<file path="src/rtl/uart_rx_pkg.sv">
// Shared types and helpers for the UART receive path and its baud tick generator.
package uart_rx_pkg;

    typedef enum logic [2:0] {
        IDLE,
        START,
        DATA,
        PARITY,
        STOP,
        WAIT_IDLE
    } rx_state_t;

    // Tick divider rounded to nearest so the bit period error stays within half a clock per tick.
    function automatic int calc_div(input int clock_rate, input int baud_rate, input int oversample);
        int ticks_per_s;
        ticks_per_s = baud_rate * oversample;
        return (clock_rate + ticks_per_s / 2) / ticks_per_s;
    endfunction

endpackage

</file>
<file path="src/rtl/uart_rx_baud_gen.sv">
// uart_baud_gen: free-running oversample tick generator, one-cycle en_16x strobe every DIV clocks.
module uart_baud_gen #(
    parameter int DIV = 27
) (
    input  logic clk_rx,
    input  logic rst_clk_rx,
    output logic en_16x
);

    localparam int CW = (DIV > 1) ? $clog2(DIV) : 1;
    localparam logic [CW-1:0] LAST = CW'(DIV - 1);

    logic [CW-1:0] cnt;

    // NOTE: sequential state uses non-blocking assignments so every flop samples pre-edge values.
    always_ff @(posedge clk_rx) begin
        if (rst_clk_rx) begin
            cnt    <= '0;
            en_16x <= 1'b0;
        end else begin
            en_16x <= (cnt == LAST);
            cnt    <= (cnt == LAST) ? '0 : cnt + CW'(1);
        end
    end

endmodule

</file>
<file path="src/rtl/uart_rx_core.sv">
// UART receiver core: 2-flop synchronizer, oversampled framing FSM, good-byte and error strobes.
// Optional even parity (8E1) is enabled by defining UART_RX_PARITY_EN; default build is 8N1.
module uart_rx_core
    import uart_rx_pkg::*;
#(
    parameter int CLOCK_RATE = 50_000_000,
    parameter int BAUD_RATE  = 115_200,
    parameter int OVERSAMPLE = 16
) (
    input  logic       clk_rx,
    input  logic       rst_clk_rx,
    input  logic       rxd_i,
    output logic [7:0] rx_data,
    output logic       rx_data_rdy,
    output logic       frm_err,
    output logic       par_err
);

    localparam int DIV = calc_div(CLOCK_RATE, BAUD_RATE, OVERSAMPLE);
    localparam int CW  = $clog2(OVERSAMPLE);
    localparam logic [CW-1:0] HALF = CW'(OVERSAMPLE / 2 - 1);
    localparam logic [CW-1:0] FULL = CW'(OVERSAMPLE - 1);

    logic          rxd_m, rxd_s;
    logic          en_16x;
    rx_state_t     state, state_nxt;
    logic [CW-1:0] cnt, cnt_nxt;
    logic [2:0]    bcnt, bcnt_nxt;
    logic [7:0]    shreg, shreg_nxt, data_nxt;
    logic          pmis, pmis_nxt;
    logic          rdy_nxt, frm_nxt, perr_nxt;

    uart_baud_gen #(.DIV(DIV)) u_baud_gen (
        .clk_rx     (clk_rx),
        .rst_clk_rx (rst_clk_rx),
        .en_16x     (en_16x)
    );

    // Reset to the idle level so leaving reset never looks like a start bit.
    always_ff @(posedge clk_rx) begin
        if (rst_clk_rx) begin
            rxd_m <= 1'b1;
            rxd_s <= 1'b1;
        end else begin
            rxd_m <= rxd_i;
            rxd_s <= rxd_m;
        end
    end

    // NOTE: every always_comb output gets a default first, so no path can infer a latch.
    always_comb begin
        state_nxt = state;
        cnt_nxt   = en_16x ? cnt + CW'(1) : cnt;
        bcnt_nxt  = bcnt;
        shreg_nxt = shreg;
        pmis_nxt  = pmis;
        data_nxt  = rx_data;
        rdy_nxt   = 1'b0;
        frm_nxt   = 1'b0;
        perr_nxt  = 1'b0;
        case (state)
            IDLE: begin
                cnt_nxt  = '0;
                bcnt_nxt = '0;
                pmis_nxt = 1'b0;
                if (!rxd_s) state_nxt = START;
            end
            START: if (en_16x && cnt == HALF) begin
                cnt_nxt   = '0;
                state_nxt = rxd_s ? IDLE : DATA;
            end
            DATA: if (en_16x && cnt == FULL) begin
                cnt_nxt   = '0;
                shreg_nxt = {rxd_s, shreg[7:1]};
                bcnt_nxt  = bcnt + 3'd1;
`ifdef UART_RX_PARITY_EN
                if (bcnt == 3'd7) state_nxt = PARITY;
`else
                if (bcnt == 3'd7) state_nxt = STOP;
`endif
            end
`ifdef UART_RX_PARITY_EN
            PARITY: if (en_16x && cnt == FULL) begin
                cnt_nxt   = '0;
                pmis_nxt  = rxd_s ^ (^shreg);
                state_nxt = STOP;
            end
`endif
            STOP: if (en_16x && cnt == FULL) begin
                cnt_nxt = '0;
                if (!rxd_s) begin
                    frm_nxt   = 1'b1;
                    state_nxt = WAIT_IDLE;
                end else begin
                    state_nxt = IDLE;
                    if (pmis) begin
                        perr_nxt = 1'b1;
                    end else begin
                        rdy_nxt  = 1'b1;
                        data_nxt = shreg;
                    end
                end
            end
            WAIT_IDLE: begin
                cnt_nxt = '0;
                if (rxd_s) state_nxt = IDLE;
            end
            default: state_nxt = IDLE;
        endcase
    end

    // NOTE: the shift register is reset along with control state; it is tiny and keeps sim X-free.
    always_ff @(posedge clk_rx) begin
        if (rst_clk_rx) begin
            state       <= IDLE;
            cnt         <= '0;
            bcnt        <= '0;
            shreg       <= '0;
            pmis        <= 1'b0;
            rx_data     <= 8'h00;
            rx_data_rdy <= 1'b0;
            frm_err     <= 1'b0;
            par_err     <= 1'b0;
        end else begin
            state       <= state_nxt;
            cnt         <= cnt_nxt;
            bcnt        <= bcnt_nxt;
            shreg       <= shreg_nxt;
            pmis        <= pmis_nxt;
            rx_data     <= data_nxt;
            rx_data_rdy <= rdy_nxt;
            frm_err     <= frm_nxt;
            par_err     <= perr_nxt;
        end
    end

endmodule

</file>
<file path="config.mk">
export PLATFORM = sky130hd
export DESIGN_NAME = uart_rx_core
export DESIGN_NICKNAME = d
export VERILOG_FILES = /design/src/rtl/uart_rx_pkg.sv /design/src/rtl/uart_rx_baud_gen.sv /design/src/rtl/uart_rx_core.sv
export SDC_FILE = /design/constraint.sdc
export NUM_CORES = 1
export LEC_CHECK = 0
export CAP_MARGIN = 20
export CORE_MARGIN = 2
export CORE_UTILIZATION = 55
export DETAILED_ROUTE_END_ITERATION = 8
export PLACE_DENSITY_LB_ADDON = 0.15
export SKIP_CTS_REPAIR_TIMING = 1
export SLEW_MARGIN = 20
export SYNTH_ARGS = -nofsm -noshare
export SYNTH_HDL_FRONTEND = slang
export SYNTH_SLANG_ARGS = --single-unit
export TNS_END_PERCENT = 50
</file>
<file path="constraint.sdc">
create_clock -name clk_rx -period 2.15 [get_ports clk_rx]
set_input_delay 0.43 -clock clk_rx [delete_from_list [all_inputs] [get_ports clk_rx]]
set_output_delay 0.43 -clock clk_rx [all_outputs]
set_load 0.01 [all_outputs]
</file>
==> flow_summary.toml, run 1 <==
[routing]
vias = 1049
wirelength_um = 2420
first_iter_violations = 30
drc = 0
firstDrtPassIters = 4
post_drt_wl_per_cell_um = 12.7
avgViaCountPerCell = 5.49
antenna_left = 0

[floorplan]
coreArea_sq_mm = 0.00248
die_h_um = 55.2
ios = 14
fp.dieW_um = 55.2
initial_core_util_pct = 58.3
placementRows = 18
die-area_sq_mm = 0.00305

[clock_network]
cts.sinks = 36
cts_buffers = 5
clock_latency_ns = 0.34
root_buffer = "clkbuf_4"
cts_tree = "done"
cts-htree-levels = 2
clk_path_buf_depth = 2
clk_pin_slew_ns = 0.10

[setup_path]
crit_type = "reg2reg"
arrival_ns = 2.23
cp-start-kind = "flip-flop"
r2r_slack_ns = 0.16
cp.required_ns = 2.39
cp-end-kind = "flip-flop"
critPathMaxFanout = 8

[logic_synthesis]
synthSimpleGateAreaFrac_pct = 19.6
synth.yosys.seq_area_share_pct = 49.9
synth_top_area_share_pct = 49.9
synth_top_family_by_area = "simple AND/OR/NAND/NOR gates"
yosys_warnings = 0
yosysTopAreaCell = "dfxtp_1"
syn_inst = 148
synth_xor_area_share_pct = 3.64
synth.mux.area_fraction_pct = 12.5
ys_seq_elements = 36
synth_adder_area_share_pct = 4.33
avgSynthCellArea_sq_um = 9.76
syn_area_sq_mm = 0.00144
synthTopCellsByArea = "dfxtp_1 50%, mux2i_1 12%, nor2_1 7.5%"
synth.distinct_cells = 33
synth_nets = 156
synth_compound_area_share_pct = 6.07

[timing]
setup_tns_ns = 0
worstMarginPinSlew_ns = 0.530
setup_viol = 0
period_share_pct = 92.6
finalWorstSetupSlack_ns = 0.160
hold_viol = 0
slew_viol_final = 0
skew_ns = 0.00612
min_period_ns = 1.99
rsz0062_at_grt = "false"
fmax_mhz = 502
hold_slack_ns = 0.417
relSlewSlack_pct = 64.4

[cells_and_area]
final_cell_count_no_fill = 191
layout_commonest_cell = "dfxtp_1"
diodes = 0
mostFrequentLayoutCells = "36 x dfxtp_1, 29 x nor2_1, 18 x mux2i_1, 12 x clkdlybuf4s50_1, 6 x nor3_1"
nets = 168
multi_input_area_sq_um = 669
drive_above_1_share_pct = 6.83
num-fill-cells = 237
areaGrowthSynthToFinish_pct = 13.0
seq_area_sq_um = 721

[placement]
hpwl_um = 1690
io_buffer_count = 12
pre_cts_ws_ns = 0.184
dpl.cell_count = 183
gp_congestion = 0.726

[grt]
grt_max_degree = 18
grt_first_pass_wirelength_um = 4220
antenna_found_initial = 0
overflow = 0
grt_pass1_vias = 962
gr-usage-all-layers_pct = 17.9

[power_and_ir_drop]
p_sw_mw = 0.252
power_switching_share_pct = 22.9
power_density_mw_per_mm2 = 674
p_int_mw = 0.849
combPwrFrac_pct = 4.0
leakagePower_nw = 0.680
vdd_drop_max_v = 0.000553
clockPowerShare_pct = 33.8
total_power_mw = 1.10
pwr-share-seq_pct = 62.3

[hold_path]
hp-class = "reg2reg"

[run_status]
outcome = "complete, no violations"

[job]
maxCapViolCount = 0
synthesized netlist by cell type:
| master | count |
|---|---|
| xor2_1 | 4 |
| o21bai_1 | 1 |
| nand4b_1 | 1 |
| nor3_1 | 6 |
| o311a_1 | 1 |
| a22oi_1 | 2 |
| o21ai_0 | 3 |
| ha_1 | 5 |
| nor3b_1 | 1 |
| nand2_1 | 3 |
| nand4_1 | 1 |
| clkbuf_1 | 4 |
| conb_1 | 1 |
| nand3_1 | 5 |
| o22ai_1 | 1 |
| mux2i_1 | 18 |
| inv_1 | 2 |
| buf_2 | 1 |
| xnor2_1 | 2 |
| or4b_1 | 1 |
| or2_1 | 2 |
| nand4_2 | 1 |
| dfxtp_1 | 36 |
| and3_1 | 1 |
| and4b_1 | 1 |
| nand2b_1 | 3 |
| and4_1 | 1 |
| a311oi_1 | 1 |
| a21oi_1 | 5 |
| nor2_1 | 29 |
| buf_1 | 1 |
| buf_4 | 3 |
| or3_1 | 1 |
power groups by stage:
stage                     Sequential [mW]  Clock, mW  Combinational (mW)
after floorplan                     0.697          0              0.0354
after global placement              0.700          0              0.0427
after detailed placement            0.700          0              0.0434
after CTS                           0.685      0.390              0.0436
after global routing                0.688      0.423              0.0496
final                               0.685      0.372              0.0436
flip-flops by register name, indices dropped and copies added, names as in the netlist:
signal	cells
rx_data	8
shreg	8
u_baud_gen.cnt	5
cnt	4
bcnt	3
state	3
frm_err	1
rx_data_rdy	1
rxd_m	1
rxd_s	1
u_baud_gen.en_16x	1
critical path, cell delays in order (launching register included):
cell,delay (ns)
dfxtp_1,0.40
ha_1,0.24
nand4_2,0.16
or4b_1,0.78
mux2i_1,0.24
nor2_1,0.06
area by class of cell:
type / count / share of cell area [%]
Clock buffer: 6 / 3.14
Timing Repair Buffer: 14 / 8.28
Inverter: 2 / 0.460
Clock inverter: 2 / 0.613
Tap cell: 30 / 2.30
Sequential cell: 36 / 44.2
Multi-Input combinational cell: 101 / 41.0
cell families after synthesis:
logic type,count (synthesis)
other,1
and+or+nand+nor,57
muxes,18
adders and majority gates,5
xor gates and xnor gates,6
buffers and inverters,11
AOI/OAI and AO/OA,14
DFF,36
metrics by stage:
step / utilization, % / area (sq um)
4_1_cts: 65.9 / 1630
3_5_place_dp: 63.4 / 1570
2_1_floorplan: - / 1440
5_1_grt: 65.9 / 1630
3_3_place_gp: 63.4 / 1570
6_report: 65.9 / 1630
worst paths after layout:
path	startpoint	to	depth (start not counted)
worst max register to register	cnt[0]	rx_data[7]	5
worst min register to register	rxd_m	rxd_s	1
worst max-delay path	cnt[0]	rx_data[7]	5
worst min-delay path	rxd_m	rxd_s	1
per-layer routing:
metal	GRT usage [%]	part of all wire, %
met1	21.6	46
met4	9.41	2.5
met2	26.9	47
met3	7.96	4.0
met5	0	0
No activity file was read; power rests on OpenSTA's default activity.
==> inputs of run 2 (changes only) <==
--- a/config.mk
+++ b/config.mk
@@ -7,7 +7,7 @@
 export LEC_CHECK = 0
 export CAP_MARGIN = 20
 export CORE_MARGIN = 2
-export CORE_UTILIZATION = 55
+export CORE_UTILIZATION = 59
 export DETAILED_ROUTE_END_ITERATION = 8
 export PLACE_DENSITY_LB_ADDON = 0.15
 export SKIP_CTS_REPAIR_TIMING = 1
==> constraint.sdc (replaced) <==
create_clock -name clk_rx -period 2.45 [get_ports clk_rx]
set_input_delay 0.49 -clock clk_rx [delete_from_list [all_inputs] [get_ports clk_rx]]
set_output_delay 0.49 -clock clk_rx [all_outputs]
set_load 0.01 [all_outputs]
==> flow_summary.toml, run 2 (same netlist as run 1, synthesis figures left out) <==
[power_and_ir_drop]
combPwrFrac_pct = 4.0
p_sw_mw = 0.232
leakagePower_nw = 0.673
power_density_mw_per_mm2 = 602
clockPowerShare_pct = 34.6
vdd_drop_max_v = 0.000497
pwr-share-seq_pct = 61.3
p_int_mw = 0.750
power_switching_share_pct = 23.6

[routing]
antenna_left = 0
avgViaCountPerCell = 5.61
vias = 1061
post_drt_wl_per_cell_um = 13.0
wirelength_um = 2450
firstDrtPassIters = 4
drc = 0
first_iter_violations = 17

[setup_path]
critPathMaxFanout = 8
cp.required_ns = 2.71
rr_startpoint = "cnt[0]"
r2r_cells = 5
crit_chain = "ha_1 > nand4_2 > or4b_1 > mux2i_1 > nor2_1"
reg2reg_to = "rx_data[6]"
r2r_slack_ns = 0.48
cp-start-kind = "flip-flop"
cp-end-kind = "flip-flop"
cpPeakStageDelay_ns = 0.79
crit_slowest_cell = "or4b_1"
arrival_ns = 2.23
crit_type = "reg2reg"

[floorplan]
coreArea_sq_mm = 0.00225
die-area_sq_mm = 0.00286
ios = 14
initial_core_util_pct = 64.0
placementRows = 17
die_h_um = 53.5
fp.dieW_um = 53.5

[cells_and_area]
top_regs = "rx_data: 8 flops, shreg: 8 flops, u_baud_gen.cnt: 5 flops"
areaGrowthSynthToFinish_pct = 12.9
drive_above_1_share_pct = 6.21
num-fill-cells = 184
nets = 168
layout_commonest_cell = "dfxtp_1"
mostFrequentLayoutCells = "36 x dfxtp_1, 29 x nor2_1, 18 x mux2i_1, 12 x clkdlybuf4s50_1, 6 x nor3_1"
diodes = 0
final_cell_area_sq_mm = 0.00163

[clock_network]
cts.sinks = 36
clk_path_buf_depth = 2
clock_latency_ns = 0.35
cts_tree = "done"
cts-htree-levels = 2
root_buffer = "clkbuf_4"
cts_buffers = 5
clk_pin_slew_ns = 0.11

[hold_path]
hp-class = "reg2reg"
min-delay-start = "rxd_m"
worstHoldEndpoint = "rxd_s"
worstHoldPathCells = 1

[timing]
rsz0062_at_grt = "false"
setup_viol = 0
setup_tns_ns = 0
worstMarginPinSlew_ns = 0.568
fmax_mhz = 507
period_share_pct = 80.5
hold_viol = 0
skew_ns = 0.0102
slew_viol_final = 0
relSlewSlack_pct = 62.2
min_period_ns = 1.97

[placement]
placed_cell_area_sq_mm = 0.00157
io_buffer_count = 12
hpwl_um = 1760
gp_congestion = 0.778

[grt]
gr-usage-all-layers_pct = 22.2
antenna_found_initial = 0
grt_pass1_vias = 987
overflow = 0
grt_first_pass_wirelength_um = 4300
grt_max_degree = 13

[job]
maxCapViolCount = 0

[run_status]
outcome = "complete, no violations"
[run 2: cell count changes in the layout (fill, tap and decap cells not counted)]
| cell | before | now |
|---|---|---|
| clkbuf_1 | 0 | 1 |
| clkinv_2 | 2 | 0 |
| clkinvlp_4 | 0 | 1 |
[run 2: routing by layer]
layer  GRT usage [%]  vias up  wire length [um]
met5               0        -                 0
met4            14.1        0                74
met3            8.47        9               122
met2            34.8       27              1160
met1            24.9      496              1090
li1                -      529                 -
[run 2: per-stage QoR]
step | total power, mW | util (%) | hold slack [ns] | std cells | setup slack (ns)
finish | 0.981 | 72.3 | 0.409 | 189 | 0.478
global route | 1.02 | 72.3 | 0.440 | 189 | 0.287
CTS | 0.989 | 72.3 | 0.413 | 189 | 0.474
detailed placement | 0.654 | 69.5 | 0.388 | 181 | 0.485
global placement | 0.652 | 69.5 | 0.386 | 181 | 0.559
floorplan | 0.643 | - | 0.383 | 148 | 0.783
[run 2: critical path: cells and delay by family (launching register included)]
family,cells,cell delay (ns)
fa+ha+maj,1,0.24
flops,1,0.38
simple gates,3,1.01
mux,1,0.25
[run 2: layout make-up]
cell class	instances	area, sq um	area share [%]
flip-flops and latches	36	721	44.2
clock inverters	1	7.51	0.460
multi-input cells	101	669	41.1
inverters	2	7.51	0.460
well taps	28	35.0	2.15
clock buffers	7	55.1	3.38
repair buffers	14	135	8.29
[run 2: worst max path at each step]
stage | startpoint | end | slack, ns
after CTS | cnt[0] | rx_data[6] | 0.47
after floorplan | cnt[0] | rx_data[7] | 0.78
after global routing | cnt[0] | rx_data[2] | 0.29
final | cnt[0] | rx_data[6] | 0.48
after detailed placement | cnt[0] | rx_data[6] | 0.49
after global placement | cnt[0] | rx_data[7] | 0.56
[run 2: power groups by stage]
stage	Combinational, mW	Sequential, mW	Clock, mW
2_1_floorplan	0.0311	0.612	0
3_3_place_gp	0.0378	0.614	0
3_5_place_dp	0.0393	0.615	0
4_1_cts	0.0395	0.602	0.348
5_1_grt	0.0450	0.603	0.371
6_report	0.0396	0.602	0.340
